$ cat src/rtl/rv_wb_arbiter_if.sv
// rtl/rv_wb_arbiter_if.sv - producer request, flush and RF write-back bundle for rv_wb_arbiter
interface rv_wb_arbiter_if #(
    parameter int WIDTH    = 32,
    parameter int NTHREADS = 4
);
    localparam int TID_W = (NTHREADS > 1) ? $clog2(NTHREADS) : 1;

    logic             alu_valid;
    logic             alu_ready;
    logic [TID_W-1:0] alu_tid;
    logic [4:0]       alu_rd;
    logic [WIDTH-1:0] alu_data;

    logic             lsu_valid;
    logic             lsu_ready;
    logic [TID_W-1:0] lsu_tid;
    logic [4:0]       lsu_rd;
    logic [WIDTH-1:0] lsu_data;

    logic             mdu_valid;
    logic             mdu_ready;
    logic [TID_W-1:0] mdu_tid;
    logic [4:0]       mdu_rd;
    logic [WIDTH-1:0] mdu_data;

    logic             flush_valid;
    logic [TID_W-1:0] flush_tid;

    logic             wb_we;
    logic [TID_W-1:0] wb_tid;
    logic [4:0]       wb_addr;
    logic [WIDTH-1:0] wb_data;
    logic [1:0]       wb_src;

    modport slave (
        input  alu_valid, alu_tid, alu_rd, alu_data,
        input  lsu_valid, lsu_tid, lsu_rd, lsu_data,
        input  mdu_valid, mdu_tid, mdu_rd, mdu_data,
        input  flush_valid, flush_tid,
        output alu_ready, lsu_ready, mdu_ready,
        output wb_we, wb_tid, wb_addr, wb_data, wb_src
    );

    modport master (
        output alu_valid, alu_tid, alu_rd, alu_data,
        output lsu_valid, lsu_tid, lsu_rd, lsu_data,
        output mdu_valid, mdu_tid, mdu_rd, mdu_data,
        output flush_valid, flush_tid,
        input  alu_ready, lsu_ready, mdu_ready,
        input  wb_we, wb_tid, wb_addr, wb_data, wb_src
    );
endinterface

$ cat src/rtl/rv_wb_arbiter.sv
// rtl/rv_wb_arbiter.sv - round-robin arbiter for the shared RF write port (ALU, LSU, MDU)
module rv_wb_arbiter #(
    parameter int WIDTH    = 32,
    parameter int NTHREADS = 4
) (
    input  logic              clk,
    input  logic              rst,
    rv_wb_arbiter_if.slave    bus
);
    localparam int TID_W = (NTHREADS > 1) ? $clog2(NTHREADS) : 1;

    logic [2:0]       valid;
    logic [2:0]       zero_rd;
    logic [2:0]       flushed;
    logic [2:0]       drop;
    logic [2:0]       elig;
    logic [2:0]       gnt;
    logic [2:0]       cand;
    logic             gnt_any;
    logic [1:0]       gnt_idx;
    logic [1:0]       rr_ptr;
    logic [TID_W-1:0] sel_tid;
    logic [4:0]       sel_rd;
    logic [WIDTH-1:0] sel_data;

    assign valid   = {bus.mdu_valid, bus.lsu_valid, bus.alu_valid};
    assign zero_rd = {bus.mdu_rd == 5'd0, bus.lsu_rd == 5'd0, bus.alu_rd == 5'd0};
    assign flushed = {bus.flush_valid && (bus.mdu_tid == bus.flush_tid),
                      bus.flush_valid && (bus.lsu_tid == bus.flush_tid),
                      bus.flush_valid && (bus.alu_tid == bus.flush_tid)};
    // x0 writes and flushed-thread results are acknowledged but never reach the RF
    assign drop    = valid & (zero_rd | flushed);
    assign elig    = valid & ~drop;

    always_comb begin
        gnt     = 3'b000;
        gnt_any = 1'b0;
        gnt_idx = 2'd0;
        cand    = 3'd0;
        for (int k = 0; k < 3; k++) begin
            cand = {1'b0, rr_ptr} + 3'(k);
            if (cand >= 3'd3) cand = cand - 3'd3;
            if (!gnt_any && elig[cand[1:0]]) begin
                gnt[cand[1:0]] = 1'b1;
                gnt_any        = 1'b1;
                gnt_idx        = cand[1:0];
            end
        end
    end

    always_comb begin
        sel_tid  = bus.alu_tid;
        sel_rd   = bus.alu_rd;
        sel_data = bus.alu_data;
        case (gnt_idx)
            2'd1: begin
                sel_tid  = bus.lsu_tid;
                sel_rd   = bus.lsu_rd;
                sel_data = bus.lsu_data;
            end
            2'd2: begin
                sel_tid  = bus.mdu_tid;
                sel_rd   = bus.mdu_rd;
                sel_data = bus.mdu_data;
            end
            default: ;
        endcase
    end

    assign bus.alu_ready = !rst && (gnt[0] || drop[0]);
    assign bus.lsu_ready = !rst && (gnt[1] || drop[1]);
    assign bus.mdu_ready = !rst && (gnt[2] || drop[2]);

    always_ff @(posedge clk) begin
        if (rst) begin
            bus.wb_we   <= 1'b0;
            bus.wb_tid  <= '0;
            bus.wb_addr <= 5'd0;
            bus.wb_data <= '0;
            bus.wb_src  <= 2'd0;
            rr_ptr      <= 2'd0;
        end else begin
            bus.wb_we <= gnt_any;
            if (gnt_any) begin
                bus.wb_tid  <= sel_tid;
                bus.wb_addr <= sel_rd;
                bus.wb_data <= sel_data;
                bus.wb_src  <= gnt_idx;
                rr_ptr      <= (gnt_idx == 2'd2) ? 2'd0 : gnt_idx + 2'd1;
            end
        end
    end
endmodule

$ cat src/flat_wrapper.sv
// flat-port wrapper written by rule: the top's interface ports become plain ports
module rv_wb_arbiter_flat 
#(
    parameter int WIDTH    = 32,
    parameter int NTHREADS = 4
)
  (clk, rst, bus_alu_valid, bus_alu_tid, bus_alu_rd, bus_alu_data, bus_lsu_valid, bus_lsu_tid, bus_lsu_rd, bus_lsu_data, bus_mdu_valid, bus_mdu_tid, bus_mdu_rd, bus_mdu_data, bus_flush_valid, bus_flush_tid, bus_alu_ready, bus_lsu_ready, bus_mdu_ready, bus_wb_we, bus_wb_tid, bus_wb_addr, bus_wb_data, bus_wb_src);
  rv_wb_arbiter_if #(.WIDTH(WIDTH), .NTHREADS(NTHREADS)) bus_i ();
  input  logic clk;
  input  logic rst;
  input wire logic [$bits(bus_i.alu_valid)-1:0] bus_alu_valid;
  input wire logic [$bits(bus_i.alu_tid)-1:0] bus_alu_tid;
  input wire logic [$bits(bus_i.alu_rd)-1:0] bus_alu_rd;
  input wire logic [$bits(bus_i.alu_data)-1:0] bus_alu_data;
  input wire logic [$bits(bus_i.lsu_valid)-1:0] bus_lsu_valid;
  input wire logic [$bits(bus_i.lsu_tid)-1:0] bus_lsu_tid;
  input wire logic [$bits(bus_i.lsu_rd)-1:0] bus_lsu_rd;
  input wire logic [$bits(bus_i.lsu_data)-1:0] bus_lsu_data;
  input wire logic [$bits(bus_i.mdu_valid)-1:0] bus_mdu_valid;
  input wire logic [$bits(bus_i.mdu_tid)-1:0] bus_mdu_tid;
  input wire logic [$bits(bus_i.mdu_rd)-1:0] bus_mdu_rd;
  input wire logic [$bits(bus_i.mdu_data)-1:0] bus_mdu_data;
  input wire logic [$bits(bus_i.flush_valid)-1:0] bus_flush_valid;
  input wire logic [$bits(bus_i.flush_tid)-1:0] bus_flush_tid;
  output wire logic [$bits(bus_i.alu_ready)-1:0] bus_alu_ready;
  output wire logic [$bits(bus_i.lsu_ready)-1:0] bus_lsu_ready;
  output wire logic [$bits(bus_i.mdu_ready)-1:0] bus_mdu_ready;
  output wire logic [$bits(bus_i.wb_we)-1:0] bus_wb_we;
  output wire logic [$bits(bus_i.wb_tid)-1:0] bus_wb_tid;
  output wire logic [$bits(bus_i.wb_addr)-1:0] bus_wb_addr;
  output wire logic [$bits(bus_i.wb_data)-1:0] bus_wb_data;
  output wire logic [$bits(bus_i.wb_src)-1:0] bus_wb_src;
  assign bus_i.alu_valid = bus_alu_valid;
  assign bus_i.alu_tid = bus_alu_tid;
  assign bus_i.alu_rd = bus_alu_rd;
  assign bus_i.alu_data = bus_alu_data;
  assign bus_i.lsu_valid = bus_lsu_valid;
  assign bus_i.lsu_tid = bus_lsu_tid;
  assign bus_i.lsu_rd = bus_lsu_rd;
  assign bus_i.lsu_data = bus_lsu_data;
  assign bus_i.mdu_valid = bus_mdu_valid;
  assign bus_i.mdu_tid = bus_mdu_tid;
  assign bus_i.mdu_rd = bus_mdu_rd;
  assign bus_i.mdu_data = bus_mdu_data;
  assign bus_i.flush_valid = bus_flush_valid;
  assign bus_i.flush_tid = bus_flush_tid;
  assign bus_alu_ready = bus_i.alu_ready;
  assign bus_lsu_ready = bus_i.lsu_ready;
  assign bus_mdu_ready = bus_i.mdu_ready;
  assign bus_wb_we = bus_i.wb_we;
  assign bus_wb_tid = bus_i.wb_tid;
  assign bus_wb_addr = bus_i.wb_addr;
  assign bus_wb_data = bus_i.wb_data;
  assign bus_wb_src = bus_i.wb_src;
  rv_wb_arbiter #(.WIDTH(WIDTH), .NTHREADS(NTHREADS)) u_core (.clk(clk), .rst(rst), .bus(bus_i));
endmodule
$ cat config.mk
export PLATFORM = sky130hd
export DESIGN_NAME = rv_wb_arbiter_flat
export DESIGN_NICKNAME = d
export VERILOG_FILES = /design/src/rtl/rv_wb_arbiter_if.sv /design/src/rtl/rv_wb_arbiter.sv /design/src/flat_wrapper.sv
export SDC_FILE = /design/constraint.sdc
export NUM_CORES = 1
export LEC_CHECK = 0
export CAP_MARGIN = 5
export CORE_UTILIZATION = 40
export DETAILED_ROUTE_END_ITERATION = 10
export PLACE_DENSITY = 0.84
export SLEW_MARGIN = 40
export SYNTH_ARGS = -nofsm -noshare
export SYNTH_HDL_FRONTEND = slang
export SYNTH_SLANG_ARGS = --single-unit
$ cat constraint.sdc
create_clock -name clk -period 5.2 [get_ports clk]
set_input_delay 1.3 -clock clk [delete_from_list [all_inputs] [get_ports clk]]
set_output_delay 1.3 -clock clk [all_outputs]
set_load 0.02 [all_outputs]
==> results by group <==
Status
  • Outcome: finished clean

Yosys
  • Synth Register Bits: 44
  • Synthesized Nets: 503
  • Simple-Gate Fraction of Synth Area: 18.0%
  • Area leader, netlist: dfxtp_1
  • Netlist cell types: 44
  • Share of the synthesized area in the top cell type: 27.7%
  • Predominant post-synthesis flop cell: dfxtp_1
  • Ys Warns: 0
  • Post-synth EDFFs: 0
  • Largest cells by area after synthesis: dfxtp_1 28%, mux2i_1 12%, a211o_1 11%
  • Xor and xnor area share after synthesis: 1.65%
  • Top-count cell post-synth: nor2_1
  • Complex-gate fraction of the synthesized area: 29.8%
  • Ys async rst share: 0%
  • Synthesized netlist cell count: 370
  • Multiplexer area fraction after synthesis: 12.3%
  • Register area share after synthesis: 27.7%
  • Synth Area in Adders: 3.50%
  • Main combinational cell family by area after synthesis: compound AO/OA/AOI/OAI gates
  • Top post-synthesis cells by count: 49 x nor2_1, 44 x dfxtp_1, 41 x a211o_1, 40 x a22oi_1
  • Synth Cell Area: 0.00318 mm²
  • Synthesized area per cell: 8.59 µm²

Floorplanning
  • IO Pins: 170
  • Placeable Area: 0.00769 mm²
  • Starting Density: 41.3%
  • # rows: 32
  • Die width: 91.1 µm
  • Die Ht: 91.1 µm
  • Die area: 0.00831 mm²

Setup path
  • Reg-to-Reg End: u_core.bus.wb_data[2]
  • Startpoint Class: input pin
  • R2R setup slack: 1.95 ns
  • Worst path required time: 3.90 ns
  • Worst R2R Path Depth: 10
  • Maximum fanout along the worst path: 6
  • Worst r2r src: u_core.rr_ptr[0]
  • CP arrival: 3.60 ns
  • Critical path endpoint category: primary output
  • Critical path class: in2out

Cells and area
  • Final Cell Area: 0.00500 mm²
  • Layout cells sized above 1: 5.76%
  • Fin nets: 654
  • Antenna cells: 0
  • Final Non-Filler Cells: 623
  • Area growth from synthesis to layout: 57.4%

STA
  • Fmax: 204 MHz
  • Tcrit/Tclk final: 94.2%
  • RSZ-0062 raised after global routing: false
  • Worst rel slew slack: 49.9%
  • Final min period: 4.90 ns
  • Clock Skew: 0.00552 ns
  • Max Slew Vio Count: 0
  • Final worst-path setup slack: 0.302 ns
  • Hold Vio Cnt, Final: 0
  • Final setup viols: 0
  • Actual slew at the worst max-slew pin: 0.751 ns

Placement
  • Placer Congestion: 0.937
  • PortBufs: 169
  • Hpwl dp: 7210 µm
  • Setup Slack @ Placement: -0.0271 ns
  • Post-Place Cell Area: 0.00490 mm²
  • DP Cell Count: 616

Clock tree
  • Post-CTS Hold Buffers: 0
  • Clock slew at reported path FFs: 0.07 ns
  • Setup Buffers After CTS: 0
  • # clock sinks: 44
  • Bufs on Longest Clock Path: 2
  • Worst-Skew Late Latency: 0.29 ns
  • CTS tree: built
  • TritonCTS buffer count: 5
  • H-tree lvl count: 2
  • CTS root buffer: clkbuf_8

Job
  • Max_cap viols: 0

GRT
  • Antenna violations before repair: 0
  • Global-route wire length before repair: 15700 µm
  • Tot GR Track Use: 22.9%
  • Vias in the first global route: 3346
  • GRT met1 Usage: 27.2%
  • Total gr overflow: 0
  • Met3 GRT Util: 5.61%
  • Busiest layer in global routing: met2
  • GR met2 Demand/Resource: 40.3%
  • Pin count of the biggest net entering global routing: 84

Route
  • Iter 0 DRT Violations: 147
  • TritonRoute pass-1 iters: 4
  • DRC errors left: 0
  • Routed wire length: 9810 µm
  • Vias per cell: 5.47
  • WL per Instance: 15.7 µm
  • DR vias: 3407
  • Post-route ant nets: 0

Pwr
  • Total power: 2.00 mW
  • Internal power: 1.17 mW
  • VDD IR max: 165 µV
  • Sequential Power Share: 26.5%
  • P_sw: 837 µW
  • P per Cell Area: 401 mW/mm²
  • Switch share: 41.8%
  • Comb power frac: 63.5%
  • Static Leak: 1.95 nW
  • Clock share of power: 10.0%

Min path
  • Hold EP: u_core.bus.wb_src[0]
  • Kind of path behind the tightest hold check: reg2reg
  • HP Start: u_core.bus.wb_src[0]
  • WHS Path Cells: 2
==> what timing repair did <==
item	in CTS	in global routing
endpoints found under the setup margin	1	3
resized for setup	1	5
pin swaps	0	1
hold endpoints to repair	0	0
==> cell families (layout without fill, tap and decap cells) <==
group,after synthesis,after routing
AO/OA/AOI/OAI,120,120
AND/OR/NAND/NOR,110,110
flip-flops,44,44
buffers and inverters,42,193
multiplexers,39,39
adder cells (fa/ha/maj),9,9
XOR/XNOR,6,6
==> metrics by stage <==
step                hold slack, ns  TNS, ns  utilization (%)
global route                 0.501        0             65.1
detailed placement           0.466  -0.0271             63.7
finish                       0.475        0             65.1
floorplan                    0.481        0                -
CTS                          0.478        0             64.8
global placement             0.459        0             63.7
==> sequential cells by signal, summed over array words and instances, names as in the netlist <==
register / flops
u_core.bus.wb_src: 2
u_core.bus.wb_addr: 5
u_core.bus.wb_data: 32
u_core.bus.wb_tid: 2
u_core.rr_ptr: 2
u_core.bus.wb_we: 1
==> area by class of cell <==
class,instances,area [µm²]
clock buffer,6,72.6
sequential,44,881
clock inverter,1,5.00
tap,102,128
inverter,7,26.3
multi-input combinational,284,2100
fill,664,2690
timing repair buffer,179,1790
==> routing by layer <==
metal	routed length, µm	vias to the layer above
li1	-	1670
met1	4140	1569
met2	4710	154
met3	790	14
met4	169	0
met5	0	-
==> worst max-delay path: stages <==
cell	delay, ns
clkdlybuf4s50_1	0.43
or4_4	0.57
o21ai_4	0.23
o21ai_0	0.21
a311o_1	0.40
a22oi_1	0.15
a31oi_1	0.10
dlymetal6s2s_1	0.21
==> worst max-delay path by stage <==
stage | start | end | slack, ns
5_1_grt | bus_mdu_rd[0] | bus_alu_ready | 0.22
3_3_place_gp | bus_mdu_rd[0] | bus_alu_ready | 0.10
2_1_floorplan | bus_mdu_rd[0] | bus_alu_ready | 0.99
4_1_cts | bus_mdu_rd[0] | bus_alu_ready | 0.0006
6_report | bus_mdu_rd[0] | bus_alu_ready | 0.30
3_5_place_dp | bus_mdu_rd[0] | bus_alu_ready | -0.03
==> placed cells by master (no fill, tap or decap), types with 2 or more instances in the layout <==
master | netlist | final
clkdlybuf4s50_1 | 0 | 165
nand4_1 | 2 | 2
a21oi_1 | 8 | 8
and3_1 | 3 | 3
a211o_1 | 41 | 41
a22oi_1 | 40 | 40
nand2_1 | 4 | 4
inv_1 | 5 | 5
o21ai_0 | 7 | 7
ha_1 | 8 | 7
or2_2 | 2 | 2
mux2i_1 | 39 | 39
buf_4 | 0 | 8
nand3_1 | 2 | 2
xnor2_1 | 6 | 6
o21ai_4 | 1 | 2
dlymetal6s2s_1 | 0 | 3
clkinv_1 | 2 | 2
nor2_1 | 49 | 49
or4_4 | 2 | 2
o211ai_1 | 2 | 2
nor3_1 | 3 | 3
buf_12 | 4 | 2
a211oi_1 | 3 | 2
o31ai_1 | 4 | 4
clkbuf_8 | 0 | 5
or3_1 | 2 | 2
nand2b_1 | 39 | 39
dfxtp_1 | 44 | 44
==> power by group through the flow <==
stage	logic (mW)	clock network (mW)	registers, mW
after CTS	1.27	0.210	0.532
after global routing	1.36	0.221	0.550
after floorplan	0.645	0	0.681
after global placement	1.25	0	0.530
after detailed placement	1.26	0	0.537
final	1.27	0.201	0.531
No activity file was read; power rests on OpenSTA's default activity.
